[src/rtl/dec2bin_encoder_if.sv]
// Handshake bundle for the decimal-to-binary encoder: digit set in, result out.
`timescale 1ns/1ps
interface dec2bin_encoder_if;
  logic        in_valid;
  logic        in_ready;
  logic [3:0]  digit3;
  logic [3:0]  digit2;
  logic [3:0]  digit1;
  logic [3:0]  digit0;
  logic [15:0] out;
  logic        out_valid;
  logic        out_ready;
  logic        err;

  // Producer/consumer side (drives digits and out_ready).
  modport master (
    output in_valid, digit3, digit2, digit1, digit0, out_ready,
    input  in_ready, out, out_valid, err
  );

  // Encoder side.
  modport slave (
    input  in_valid, digit3, digit2, digit1, digit0, out_ready,
    output in_ready, out, out_valid, err
  );
endinterface

[src/rtl/dec2bin_encoder.sv]
// Sequential sign + 3-digit BCD to 16-bit two's-complement encoder.
// One multiply-by-10-and-add step per clock, then a sign step, then the
// result is held until the consumer takes it.
`timescale 1ns/1ps
module dec2bin_encoder (
  input  logic              clk,
  input  logic              rst,
  dec2bin_encoder_if.slave  bus
);

  typedef enum logic [1:0] {
    S_IDLE = 2'd0,
    S_CONV = 2'd1,
    S_SIGN = 2'd2,
    S_DONE = 2'd3
  } state_t;

  state_t             r_state;
  logic [1:0]         r_step;
  logic [9:0]         r_acc;
  logic [3:0]         r_d2;
  logic [3:0]         r_d1;
  logic [3:0]         r_d0;
  logic               r_minus;
  logic               r_bad;
  logic signed [15:0] r_out;
  logic               r_out_valid;
  logic               r_err;

  logic [3:0]         w_digit;
  logic [9:0]         w_acc_next;

  // Sign code must be plus (0) or minus (10); each magnitude digit must be BCD.
  function automatic logic digits_bad(input logic [3:0] s, input logic [3:0] h,
                                      input logic [3:0] t, input logic [3:0] u);
    return !((s == 4'd0) || (s == 4'd10)) || (h > 4'd9) || (t > 4'd9) || (u > 4'd9);
  endfunction

  // Magnitude to signed 16-bit result; an illegal digit set collapses to zero.
  // Minus zero naturally yields zero since 0 - 0 = 0.
  function automatic logic signed [15:0] apply_sign(input logic [9:0] mag,
                                                    input logic       neg,
                                                    input logic       bad);
    logic signed [15:0] w_mag;
    w_mag = signed'({6'd0, mag});
    if (bad)      return 16'sd0;
    else if (neg) return 16'sd0 - w_mag;
    else          return w_mag;
  endfunction

  // Select the digit for the current CONV step: hundreds, tens, units.
  always_comb begin
    w_digit = r_d0;
    unique case (r_step)
      2'd0:    w_digit = r_d2;
      2'd1:    w_digit = r_d1;
      default: w_digit = r_d0;
    endcase
  end

  // acc*10 as (acc<<3)+(acc<<1); a legal acc never exceeds 999 so 10 bits hold it.
  // Illegal digits may wrap, but that result is discarded in SIGN anyway.
  assign w_acc_next = (r_acc << 3) + (r_acc << 1) + {6'd0, w_digit};

  // Control FSM with registered outputs; reset aborts any conversion in flight.
  always_ff @(posedge clk) begin
    if (rst) begin
      r_state     <= S_IDLE;
      r_step      <= 2'd0;
      r_acc       <= 10'd0;
      r_d2        <= 4'd0;
      r_d1        <= 4'd0;
      r_d0        <= 4'd0;
      r_minus     <= 1'b0;
      r_bad       <= 1'b0;
      r_out       <= 16'sd0;
      r_out_valid <= 1'b0;
      r_err       <= 1'b0;
    end else begin
      unique case (r_state)
        S_IDLE: begin
          if (bus.in_valid) begin
            r_d2    <= bus.digit2;
            r_d1    <= bus.digit1;
            r_d0    <= bus.digit0;
            r_minus <= (bus.digit3 == 4'd10);
            r_bad   <= digits_bad(bus.digit3, bus.digit2, bus.digit1, bus.digit0);
            r_acc   <= 10'd0;
            r_step  <= 2'd0;
            r_state <= S_CONV;
          end
        end
        S_CONV: begin
          r_acc <= w_acc_next;
          if (r_step == 2'd2) begin
            r_state <= S_SIGN;
          end else begin
            r_step <= r_step + 2'd1;
          end
        end
        S_SIGN: begin
          r_out       <= apply_sign(r_acc, r_minus, r_bad);
          r_err       <= r_bad;
          r_out_valid <= 1'b1;
          r_state     <= S_DONE;
        end
        S_DONE: begin
          // out and err persist past the handoff; only out_valid drops.
          if (bus.out_ready) begin
            r_out_valid <= 1'b0;
            r_state     <= S_IDLE;
          end
        end
        default: r_state <= S_IDLE;
      endcase
    end
  end

  // in_ready depends on state alone, never on out_ready.
  assign bus.in_ready  = (r_state == S_IDLE);
  assign bus.out       = r_out;
  assign bus.out_valid = r_out_valid;
  assign bus.err       = r_err;

endmodule

[src/flat_wrapper.sv]
// flat-port wrapper written by rule: the top's interface ports become plain ports
module dec2bin_encoder_flat 
  (clk, rst, bus_in_valid, bus_digit3, bus_digit2, bus_digit1, bus_digit0, bus_out_ready, bus_in_ready, bus_out, bus_out_valid, bus_err);
  dec2bin_encoder_if bus_i ();
  input  logic clk;
  input  logic rst;
  input wire logic [$bits(bus_i.in_valid)-1:0] bus_in_valid;
  input wire logic [$bits(bus_i.digit3)-1:0] bus_digit3;
  input wire logic [$bits(bus_i.digit2)-1:0] bus_digit2;
  input wire logic [$bits(bus_i.digit1)-1:0] bus_digit1;
  input wire logic [$bits(bus_i.digit0)-1:0] bus_digit0;
  input wire logic [$bits(bus_i.out_ready)-1:0] bus_out_ready;
  output wire logic [$bits(bus_i.in_ready)-1:0] bus_in_ready;
  output wire logic [$bits(bus_i.out)-1:0] bus_out;
  output wire logic [$bits(bus_i.out_valid)-1:0] bus_out_valid;
  output wire logic [$bits(bus_i.err)-1:0] bus_err;
  assign bus_i.in_valid = bus_in_valid;
  assign bus_i.digit3 = bus_digit3;
  assign bus_i.digit2 = bus_digit2;
  assign bus_i.digit1 = bus_digit1;
  assign bus_i.digit0 = bus_digit0;
  assign bus_i.out_ready = bus_out_ready;
  assign bus_in_ready = bus_i.in_ready;
  assign bus_out = bus_i.out;
  assign bus_out_valid = bus_i.out_valid;
  assign bus_err = bus_i.err;
  dec2bin_encoder u_core (.clk(clk), .rst(rst), .bus(bus_i));
endmodule
[config.mk]
export PLATFORM = sky130hd
export DESIGN_NAME = dec2bin_encoder_flat
export DESIGN_NICKNAME = d
export VERILOG_FILES = /design/src/rtl/dec2bin_encoder_if.sv /design/src/rtl/dec2bin_encoder.sv /design/src/flat_wrapper.sv
export SDC_FILE = /design/constraint.sdc
export NUM_CORES = 1
export LEC_CHECK = 0
export CAP_MARGIN = 25
export CORE_MARGIN = 10
export CORE_UTILIZATION = 30
export CTS_CLUSTER_SIZE = 8
export DETAILED_ROUTE_END_ITERATION = 8
export PLACE_DENSITY = 0.55
export RECOVER_POWER = 50
export SYNTH_ARGS = -nofsm -noshare
export SYNTH_HDL_FRONTEND = slang
export SYNTH_SLANG_ARGS = --single-unit
[constraint.sdc]
create_clock -name clk -period 5.05 [get_ports clk]
set_clock_uncertainty 0.2 [all_clocks]
set_input_delay 1.01 -clock clk [delete_from_list [all_inputs] [get_ports clk]]
set_output_delay 1.01 -clock clk [all_outputs]
set_load 0.005 [all_outputs]
### Yosys cells after proc, flatten, opt, wreduce, memory -nomap -nowiden

Index checks and enable logic that the tools add are counted.

| word-level totals | value |
|---|---|
| flip-flop bits (word level) | 46 |
| input port bits | 20 |

| operators by class | value |
|---|---|
| multiplexer cells | 14 |
| add/subtract/negate cells | 4 |
| magnitude comparators | 3 |
| reductions and logical operators | 15 |
| eq/ne operators | 10 |

Operators with widths:

| operator | count |
|---|---|
| two-way mux 16 bit | 2 |
| case mux 10 bit (2 select lines) | 1 |
| greater-than comparator 4 bit, second input constant | 3 |
| subtractor 1 x 10 -> 11 bit, first input constant | 1 |
| adder 10 bit | 1 |
| adder 10 x 4 -> 10 bit | 1 |
| two-way mux 10 bit | 1 |
| two-way mux 2 bit | 5 |
| case mux 2 bit (4 select lines) | 1 |
| case mux 4 bit (2 select lines) | 1 |
| equality test 2 bit, second input constant | 3 |
| != test 2 bit, second input constant | 3 |
| AND reduction 2 bit | 3 |
| AND reduction 3 bit | 2 |
| equality test 2 x 1 -> 1 bit, second input constant | 2 |
| equality test 4 bit, second input constant | 1 |
| logical NOT 2 bit | 2 |
| logical NOT 4 bit | 1 |
| logical OR 1 bit | 4 |
| case mux 2 bit (2 select lines) | 1 |
| nonzero test 2 bit | 2 |
| adder 2 x 1 -> 2 bit, second input constant | 1 |
| != test 2 x 1 -> 1 bit, second input constant | 1 |
| case mux 1 bit (2 select lines) | 1 |
| other kinds (2) | 2 |

### Logic depth before layout (Yosys ltp)

Gate-level depths: netlist of run 1.

| depth | value |
|---|---|
| depth in word-level cells | 6 |
| gate-level depth with buffers | 12 |

### Worst setup path after synthesis of run 1

OpenSTA, ideal clock, no wires.

| timing | value |
|---|---|
| path type | reg2reg |
| from | register u_core.r_step[0] |
| to | register u_core.r_acc[8] |
| setup time | 132 ps |
| slack | 1,849 ps |
| arrival time | 2,869 ps |
| stages on the path, launching flop included | 12 |
| clock period less this slack | 3,201 ps |
| buffers on the path | 0 |
| path through | dfxtp_1 > inv_1 > ha_1 > nor2_1 > nand2_1 > nand2_1 > fa_1 > fa_1 > a21o_1 > a211o_1 > nand4_1 > or3b_2 |

| on the way | value |
|---|---|
| cells in the longest elaborated chain, start to end | 4 |
| elaborated cells between the ends (all ways) | 5 |
| classes of those cells | add/sub (1); eq/ne (1); mux (2); reduce/logical (1) |

RTL lines:

| element | line | source |
|---|---|---|
| from (decl) | dec2bin_encoder.sv:19 | `logic [1:0] r_step;` |
| from (signal assigned) | dec2bin_encoder.sv:98 | `r_step <= r_step + 2'd1;` |
| equality test 2 x 1 -> 1 bit / logical NOT 2 bit (equally long branches) | dec2bin_encoder.sv:54 | `unique case (r_step)` |
| case mux 4 bit (2 select lines) (*) | dec2bin_encoder.sv:54 |  |
| adder 10 x 4 -> 10 bit (*) | dec2bin_encoder.sv:63 | `assign w_acc_next = (r_acc << 3) + (r_acc << 1) + {6'd0, w_digit};` |
| case mux 10 bit (2 select lines) (*) | dec2bin_encoder.sv:80 | `unique case (r_state)` |
| to (signal assigned) | dec2bin_encoder.sv:94 | `r_acc <= w_acc_next;` |
| to (decl) | dec2bin_encoder.sv:20 | `logic [9:0] r_acc;` |

Mark *: on every way between the ends. The rest lies on a longest branch, timed or not.
A chain may end at the register's enable or synchronous reset.

### Final worst setup path of run 1

Same ends and word-level chain as after synthesis.

==> impl_metrics.toml, run 1 <==
[clock_network]
clk_pin_slew_ns = 0.08
numCtsBuffers = 5
htreeDepth = 2
clock_sinks = 41
clock_latency_ns = 0.29
post_cts_buffers = 0
cts_tree = "done"
cts-resized-gates = 0
root_buffer = "clkbuf_8"
hold_buffers = 0
clk_path_buf_depth = 2

[worst_hold_path]
min_to = "u_core.r_d0[1]$_SDFFE_PP0P_"
min_from = "u_core.r_d0[1]$_SDFFE_PP0P_"
min_path_type = "flop to flop"
holdPathStages = 2

[global_route]
grt_overflow = 0
grt_pass1_wl_um = 9135
antenna_found_initial = 0
grt_pass1_vias = 1969
grtUsageTotal_pct = 9.264
grt_max_degree = 28

[worst_setup_path]
slowest_delay_ns = 0.48
worst_ep_arrival_time_ns = 3.39
reg2reg_slack_ns = 1.63
r2r_start = "u_core.r_step[0]$_SDFFE_PP0P_"
worst-path-max-fanout = 5
critPathLaunch = "u_core.r_step[0]$_SDFFE_PP0P_"
required_ns = 5.03
cp_slowest_cell = "fa_1"
start_kind = "flop"
crit_chain = "inv_1 > ha_1 > nor2_1 > nand2_1 > nand2_1 > fa_1 > fa_1 > a21o_1 > a211o_1 > nand4_1 > or3b_2"
criticalPathCategory = "flop to flop"
end_kind = "flop"
reg2regPathDepth = 11
r2r-end = "u_core.r_acc[8]$_SDFFE_PP0P_"

[power]
power_mw = 1.001
power_density_nw_per_um2 = 341.6
power.leakage_nw = 1.245
peakVddDrop_uv = 138.8

[logic_synthesis]
yosys.area_share.xor_xnor_pct = 2.926
netlist_area_um2 = 2395
yosys.area_share.simple_pct = 21.63
synth_edf_count = 0
yosys.area.top_type_share_pct = 34.27
synth-warning-count = 0
seq_area_frac_synth_pct = 34.27
synth_compound_gate_area_share_pct = 20.53
ys_ff_latch = 41
ys.flop_type = "dfxtp_1"
yosys.area.top_type = "dfxtp_1"
synthAdderAreaFrac_pct = 13.17
syn_nets = 337
muxShareOfSynthArea_pct = 1.254
ys_async_sr_fraction_pct = 0
synth_most_common_cell = "nand2_1"
synth_top_family_by_area = "simple AND/OR/NAND/NOR gates"
yosys-top-cells-count = "46 x nand2_1, 41 x dfxtp_1, 28 x a21oi_1"
ys_top_cells_by_area = "dfxtp_1 34%, ha_1 11%, nand2_1 7.2%"
netlist-cell-type-count = 53
avgSynthCellArea_um2 = 8.173
syn_inst = 293

[route]
wl_um = 5659
drt-initial-drc-count = 78
routedWlPerCell_um = 13.32
drc_errors = 0
ant_nets = 0
via_count = 2111
vias_per_cell = 4.967
dr.pass1.iters = 4

[sta]
fin_crit_sh_pct = 67.67
finalSetupViolCount = 0
slew_headroom_pct = 48.00
finalMaxSlewViolations = 0
fin_crit_ns = 3.417
finalHoldViolCount = 0
worstMarginPinSlew_ns = 0.7775
final.setup.tns_ns = 0
timing.fmax_mhz = 292.6
rsz0062_at_grt = "false"

[placement]
portBuffers = 38
hpwl_um = 4438
gp_congestion = 0.7829

[final_layout]
area_delta_synth_final_pct = 22.36
nNetsFinal = 366
fin_util_pct = 37.92
multiInputGateArea_um2 = 1425
diodes = 0
regArea_um2 = 820.8
drive_gt1_share_pct = 4.954
nFillCells = 800

[die]
die_x_um = 109.3
die_y_um = 109.3
core-area_um2 = 7727
io_pins = 39
start_util_pct = 30.99
dieArea_um2 = 11960
core.rowCount = 32

[flow_run]
cap_violations = 0

[run_status]
status = "complete, no violations"
## metrics by stage
step	area (um2)	instances	hold WS, ns	setup slack (ns)
global placement	2829	417	0.2475	1.507
CTS	2930	425	0.2604	1.640
finish	2930	425	0.2584	1.633
detailed placement	2829	417	0.2480	1.464
floorplan	2395	293	0.2360	1.849
global route	2930	425	0.2800	1.422
## worst max-delay path, delay by kind of cell, from the launching register on
kind | cells | cell delay (ns)
flip-flops | 1 | 0.38
buffers and inverters | 1 | 0.09
AO/OA/AOI/OAI | 2 | 0.53
AND/OR/NAND/NOR | 5 | 0.90
adder cells (fa/ha/maj) | 3 | 1.20
## routing by layer
metal	wire length, um	global-route usage [%]	part of all wire, %
met1	2746	11.83	49
met2	2456	14.61	43
met3	402	2.926	7.1
met4	53	2.788	0.94
met5	0	0	0
## where the power goes
part	total (mW)	internal, mW	switching (mW)
Sequential	0.400	0.363	0.0368
Clock	0.239	0.124	0.115
Combinational	0.362	0.144	0.219
## cells in the final DEF, fill, tap and decap left out, types with 2 or more instances in the layout
cell             count
o41ai_1              3
nor3b_1              2
dfxtp_1             41
clkbuf_8             7
nand4_1              3
o2111ai_1            2
xor2_1               4
o21ai_0             10
o31ai_1              2
fa_1                 2
clkdlybuf4s50_1     19
a32o_1               2
nand3_1              5
nand2_1             46
or2_2                2
a22oi_1             11
buf_4                2
inv_1               15
o211ai_1             3
ha_1                22
xnor2_1              4
nor4_1               2
nor2b_1              3
or4_1                2
a211oi_1             2
mux2i_1              3
a21oi_1             28
nor3_1               2
nand2b_1             5
dlygate4sd3_1       19
or3b_2               2
o32ai_1              2
nor2_1              24
## cell type report
| class | count | share of cell area, % |
|---|---|---|
| inverter | 16 | 2.050 |
| multi-input combinational | 218 | 48.63 |
| timing repair buffer | 40 | 13.49 |
| sequential | 41 | 28.01 |
| tap | 102 | 4.355 |
| clock inverter | 1 | 0.1708 |
| clock buffer | 7 | 3.288 |
## sequential cells by signal (all words and copies together), names as in the netlist
register              count
u_core.bus.out_valid      1
u_core.r_acc             10
u_core.r_state            2
u_core.bus.out           11
u_core.r_minus            1
u_core.bus.err            1
u_core.r_d1               4
u_core.r_d0               4
u_core.r_step             2
u_core.r_bad              1
u_core.r_d2               4
## worst max path at each step
stage	slack, ns	cells past startpoint	end
after floorplan	1.85	11	u_core.r_acc[8]$_SDFFE_PP0P_
after global placement	1.51	4	u_core.r_acc[8]$_SDFFE_PP0P_
after detailed placement	1.46	4	u_core.r_acc[8]$_SDFFE_PP0P_
after CTS	1.64	11	u_core.r_acc[8]$_SDFFE_PP0P_
after global routing	1.42	11	u_core.r_acc[8]$_SDFFE_PP0P_
final	1.63	11	u_core.r_acc[8]$_SDFFE_PP0P_
## cells by family after synthesis
family,after synthesis
compound gates,75
xor+xnor,8
fa+ha+maj,24
buf+inv,34
flops,41
mux,3
simple gates,108
No activity file was read; power rests on OpenSTA's default activity.
==> inputs of run 2 (changes only) <==
clock period = 3.25 ns   (was 5.05 ns; I/O delays follow)
==> run 2 against run 1 <==
Compared with the run above:
- the flow now finishes with violations (max-capacitance violations, max-slew violations)
- first-iteration DRC count shrank 2.6%
- via count grew 1.2%
- clock power grew 110%
- critical path type unchanged
- critical endpoint unchanged
- largest power group unchanged
==> impl_metrics.toml, run 2 (synthesis gave the netlist of run 1 again) <==
[power]
clkPwrFrac_pct = 28.7
combPwrFrac_pct = 35.2
seq_power_share_pct = 36.1
internal_power_mw = 1.116
power.leakage_nw = 1.262
power_density_nw_per_um2 = 566.4
p_sw_share_pct = 35.22
switchingPower_mw = 0.6066
peakVddDrop_uv = 207.5

[route]
routedWlPerCell_um = 14.02
wl_um = 6072
vias_per_cell = 4.935
drc_errors = 0
via_count = 2137
ant_nets = 0
dr.pass1.iters = 6
drt-initial-drc-count = 76

[placement]
dp_slack_ns = -0.01584
hpwl_um = 4643
gp_congestion = 0.7985
portBuffers = 38
dp.cells = 425

[sta]
final.setup.tns_ns = 0
slew_headroom_pct = -2.397
hold_slack_ns = 0.2647
timing.fmax_mhz = 321.9
fin_ws_ns = 0.1431
finalMaxSlewViolations = 36
fin_crit_sh_pct = 95.60
finalSetupViolCount = 0
fin_crit_ns = 3.107
worstMarginPinSlew_ns = 1.536
finalHoldViolCount = 0

[clock_network]
clk_pin_slew_ns = 0.08
root_buffer = "clkbuf_8"
clock_sinks = 41
hold_buffers = 0
htreeDepth = 2
post_cts_buffers = 0
clock_latency_ns = 0.30
cts_tree = "done"
numCtsBuffers = 5
clk_path_buf_depth = 2

[worst_setup_path]
worst_ep_arrival_time_ns = 3.09
end_kind = "flop"
reg2reg_slack_ns = 0.14
cp_slowest_cell = "fa_1"
r2r-end = "u_core.r_acc[8]$_SDFFE_PP0P_"
reg2regPathDepth = 10
path_delay_family = "adder cells"
crit_chain = "inv_1 > ha_2 > a22oi_1 > nand2_1 > fa_1 > fa_2 > a21o_1 > a211o_1 > nand4_1 > or3b_2"
start_kind = "flop"
path_buf_inv = 1
r2r_start = "u_core.r_step[1]$_SDFFE_PP0P_"
slowest_delay_ns = 0.50
criticalPathCategory = "flop to flop"
required_ns = 3.23
worst-path-max-fanout = 5

[die]
io_pins = 39
start_util_pct = 30.99
core-area_um2 = 7727
die_x_um = 109.3
core.rowCount = 32
die_y_um = 109.3
dieArea_um2 = 11960

[final_layout]
diodes = 0
largest_reg_flops = 11
final_cell_mix = "46 x nand2_1, 39 x dfxtp_1, 28 x a21oi_1"
nNetsFinal = 374
fin_util_pct = 39.35
layout_commonest_cell = "nand2_1"
area_delta_synth_final_pct = 26.96
final_cells = 433
drive_gt1_share_pct = 9.063

[global_route]
grt_pass1_wl_um = 10100
grt_max_degree = 36
grt_pass1_vias = 2086
grtUsageTotal_pct = 10.41
antenna_found_initial = 0
grt_overflow = 0

[run_status]
violations = "max-capacitance violations, max-slew violations"
status = "complete, but fails checks"

[worst_hold_path]
min_path_type = "flop to flop"
min_from = "u_core.r_d2[3]$_SDFFE_PP0P_"
holdPathStages = 2
min_to = "u_core.r_d2[3]$_SDFFE_PP0P_"

[flow_run]
cap_violations = 1
[run 2: changes by cell type in the layout (fill, tap and decap cells not counted), moves of 2 or more]
| cell | change |
|---|---|
| clkbuf_1 | +2 |
| ha_1 | -3 |
| dfxtp_2 | +2 |
| buf_4 | +6 |
| clkbuf_8 | -2 |
| dlygate4sd3_1 | -7 |
| clkdlybuf4s50_1 | +7 |
| ha_2 | +3 |
| dfxtp_1 | -2 |
| bufinv_16 | +2 |
[run 2: through the flow]
stage / power [mW] / instance area [um2]
after floorplan: 1.023 / 2395
after global placement: 1.226 / 2889
after detailed placement: 1.237 / 2889
after CTS: 1.741 / 3027
after global routing: 1.861 / 3040
final: 1.722 / 3040
[run 2: routing by layer]
metal	up-vias	GRT usage [%]	share of wire, %
met2	52	16.14	44
met3	6	3.920	6.7
met5	-	0	0
met1	971	13.00	48
met4	0	3.532	1.3
li1	1108	-	-
[run 2: power by group through the flow]
| stage | sequential, mW | clock, mW | combinational (mW) |
|---|---|---|---|
| 6_report | 0.621 | 0.495 | 0.606 |
| 5_1_grt | 0.630 | 0.531 | 0.699 |
| 4_1_cts | 0.620 | 0.510 | 0.612 |
| 3_5_place_dp | 0.631 | 0 | 0.606 |
| 3_3_place_gp | 0.630 | 0 | 0.596 |
| 2_1_floorplan | 0.615 | 0 | 0.407 |
[run 2: repair_timing]
item / in CTS / in global routing
endpoints found under the setup margin: 1 / 1
hold endpoints to repair: 0 / 0
resized for setup: 2 / 7
pin swaps: 0 / 1
gates cloned: 0 / 0
[run 2: worst register-to-register path, delay by kind of cell (launching register included)]
kind	cells	cell delay, ns
AO/OA/AOI/OAI	3	0.68
flip-flops	1	0.33
adder cells (fa/ha/maj)	3	1.14
buffers and inverters	1	0.05
AND/OR/NAND/NOR	3	0.61
[run 2: area by class of cell]
cell class	instances	area, um2
sequential	41	823.3
timing repair buffer	48	447.9
multi-input combinational	218	1448
inverter	16	60.06
fill	809	4687
tap	102	127.6
clock inverter	3	65.06
clock buffer	5	68.82
[run 2: worst max path at each step]
stage                     slack [ns]  cells past startpoint                           end                           from
after CTS                      0.009                     12  u_core.r_acc[8]$_SDFFE_PP0P_  u_core.r_step[0]$_SDFFE_PP0P_
after detailed placement       -0.02                     12  u_core.r_acc[8]$_SDFFE_PP0P_  u_core.r_step[0]$_SDFFE_PP0P_
final                           0.14                     10  u_core.r_acc[8]$_SDFFE_PP0P_  u_core.r_step[1]$_SDFFE_PP0P_
after global routing          -0.008                     12  u_core.r_acc[8]$_SDFFE_PP0P_  u_core.r_step[0]$_SDFFE_PP0P_
after global placement          0.04                     11  u_core.r_acc[8]$_SDFFE_PP0P_  u_core.r_step[0]$_SDFFE_PP0P_
after floorplan                 0.05                     11  u_core.r_acc[8]$_SDFFE_PP0P_  u_core.r_step[0]$_SDFFE_PP0P_
==> inputs of run 3 (changes only) <==
GPL_ROUTABILITY_DRIVEN = 0   (was not set)
==> results of run 3 <==
Same layout as run 2: the final DEF is identical, and so are final timing and power.
==> variant: new RTL, settings of run 2 <==
Encoding of `state_t`: now one-hot (4 bits for 4 states). Comments in the files are not updated.
--- a/src/rtl/dec2bin_encoder.sv
+++ b/src/rtl/dec2bin_encoder.sv
@@ -10,7 +10,7 @@
 
-  typedef enum logic [1:0] {
-    S_IDLE = 2'd0,
-    S_CONV = 2'd1,
-    S_SIGN = 2'd2,
-    S_DONE = 2'd3
+  typedef enum logic [3:0] {
+    S_IDLE = 4'b0001,
+    S_CONV = 4'b0010,
+    S_SIGN = 4'b0100,
+    S_DONE = 4'b1000
   } state_t;
Function: no difference found for any inputs over 10 cycles, from zero or initial values and one cycle with rst high; not proved beyond that.
==> variant against run 2 <==
First-iteration DRC count rose by 18%. Critical path type unchanged. Sequential cell count rose by 2. Wire length fell by 0.61%. Cell area down 1.3%. Worst setup slack better by 0.11 ns. Count of clock-buffer cells in the layout up 1. Hold slack got worse by 0.014 ns. Synthesized area is 3.8% higher. Critical path depth grew 1. Synthesized cell count up 5.5%.
Power is not compared: it rests on default switching activity, and its combinational part moved more than twofold at a synthesized area within 25%.
==> variant: results (changes against run 2) <==
Finish
  – Filler cells: 852 (+5.3%)
  – Share of cell area taken by multi-input logic gates: 49.3% (+1.7 points)
  – Fin cells: 441 (+1.8%)
  – #MultiIn Comb: 236 (+8.3%)
  – Register area: 861 µm² (+4.6%)
  – Fin nets: 376 (+0.53%)
  – Inverter count: 7 (-9)
  – ClkCell Share: 2.92% (-1.5 points)
  – Non-clk bufs: 43 (-10%)
  – Data buffer area share: 13.8% (-0.93 points)
  – Fraction of layout cells with a size suffix above 1: 5.36% (-3.7 points)
  – CLK BUF: 6 (+1)
  – Multi-input logic area: 0.00148 mm² (+2.2%)

Pwr
  – Maximum vdd ir drop: 213 µV

Placement
  – DP Worst Slack: 0.145 ns (+0.161 ns)
  – Routability congestion estimate: 0.825 (+3.3%)
  – Final HPWL DP: 4.54 mm (-2.1%)
  – # placed instances: 434 (+2.1%)
  – Post-DP Area: 0.00292 mm² (+1.0%)

Routing
  – Via density: 5.01 (+1.5%)
  – Initial DRC Count: 90 (+18%)
  – Routed wl met2: 2.77 mm (+3.2%)
  – Routed wire per std cell: 13.7 µm (-2.4%)
  – Met3 routed WL: 343 µm (-16%)
  – M1 wire length: 2.87 mm (-1.0%)
  – Drt first pass iters: 4 (-2)

Logic synthesis
  – Xor/xnor share of the synthesized area: 2.47% (-0.46 points)
  – Yosys cell types: 50 (-5.7%)
  – FF+latch count, synth: 43 (+4.9%)
  – Synth Area per Inst: 8.05 µm² (-1.6%)
  – Multiplexer share of the synthesized area: 0.856% (-0.40 points)
  – Synth area leaders: dfxtp_1 35%, ha_1 9.1%, nand2_1 7.5%
  – Synth Net Count: 349 (+3.6%)
  – Seq/Total Area, Yosys: 34.6% (+0.35 points)
  – Synth Area in Compound Gates: 18.6% (-1.9 points)
  – Fraction of the mapped netlist area in adder cells: 10.7% (-2.5 points)
  – Synth top cells by count: 50 x nand2_1, 43 x dfxtp_1, 31 x a21oi_1

Global routing
  – Met3 GRT Util: 2.60% (-1.3 points)
  – GRT Overall Usage: 9.73% (-0.68 points)
  – GR Util met1: 12.2% (-0.81 points)
  – First-pass GRT wire length: 10.4 mm (+2.5%)
  – GR Util met2: 15.6% (-0.54 points)
  – Largest net degree at the start of global routing: 25 (-31%)
  – Number of global-route vias before repair: 2209 (+5.9%)

Worst setup path
  – Critical Path AT: 3.03 ns (-0.06 ns)
  – Crit path from: u_core.r_step[0]
  – Worst r2r dst: u_core.r_acc[5]
  – Worst r2r path cells: 11 (+1)

Outcome
  – Result of the run: completed

Floorplanning
  – Taps Inserted: 105 (+2.9%)

STA
  – Max-slew headroom: 34.9% (+37 points)

Clock tree
  – Worst-skew pair later-pin latency: just under 0.3 ns
==> variant: changes by cell type in the layout (fill, tap and decap cells not counted), sizes merged, moves of 5 or more <==
| cell | delta |
|---|---|
| nand3 | +11 |
| inv | -8 |
| dlygate4sd3 | +7 |
| or3 | +6 |
| a22oi | -5 |
| clkdlybuf4s50 | -7 |
| nor3 | +8 |
==> variant: worst min-delay path by stage <==
stage	start	end	slack, ns	depth (start not counted)
final	u_core.bus.out[4]	u_core.bus.out[4]	0.25	2
after detailed placement	u_core.bus.out[4]	u_core.bus.out[4]	0.25	2
after floorplan	u_core.r_d1[0]	u_core.r_d1[0]	0.24	2
after CTS	u_core.bus.out[4]	u_core.bus.out[4]	0.26	2
after global placement	u_core.bus.out[5]	u_core.bus.out[5]	0.24	2
after global routing	u_core.bus.out[4]	u_core.bus.out[4]	0.27	2
==> variant: what timing repair did <==
action,in CTS,in global routing
endpoints found under the setup margin,0,4
gates resized for setup,0,3
buffers inserted,0,0
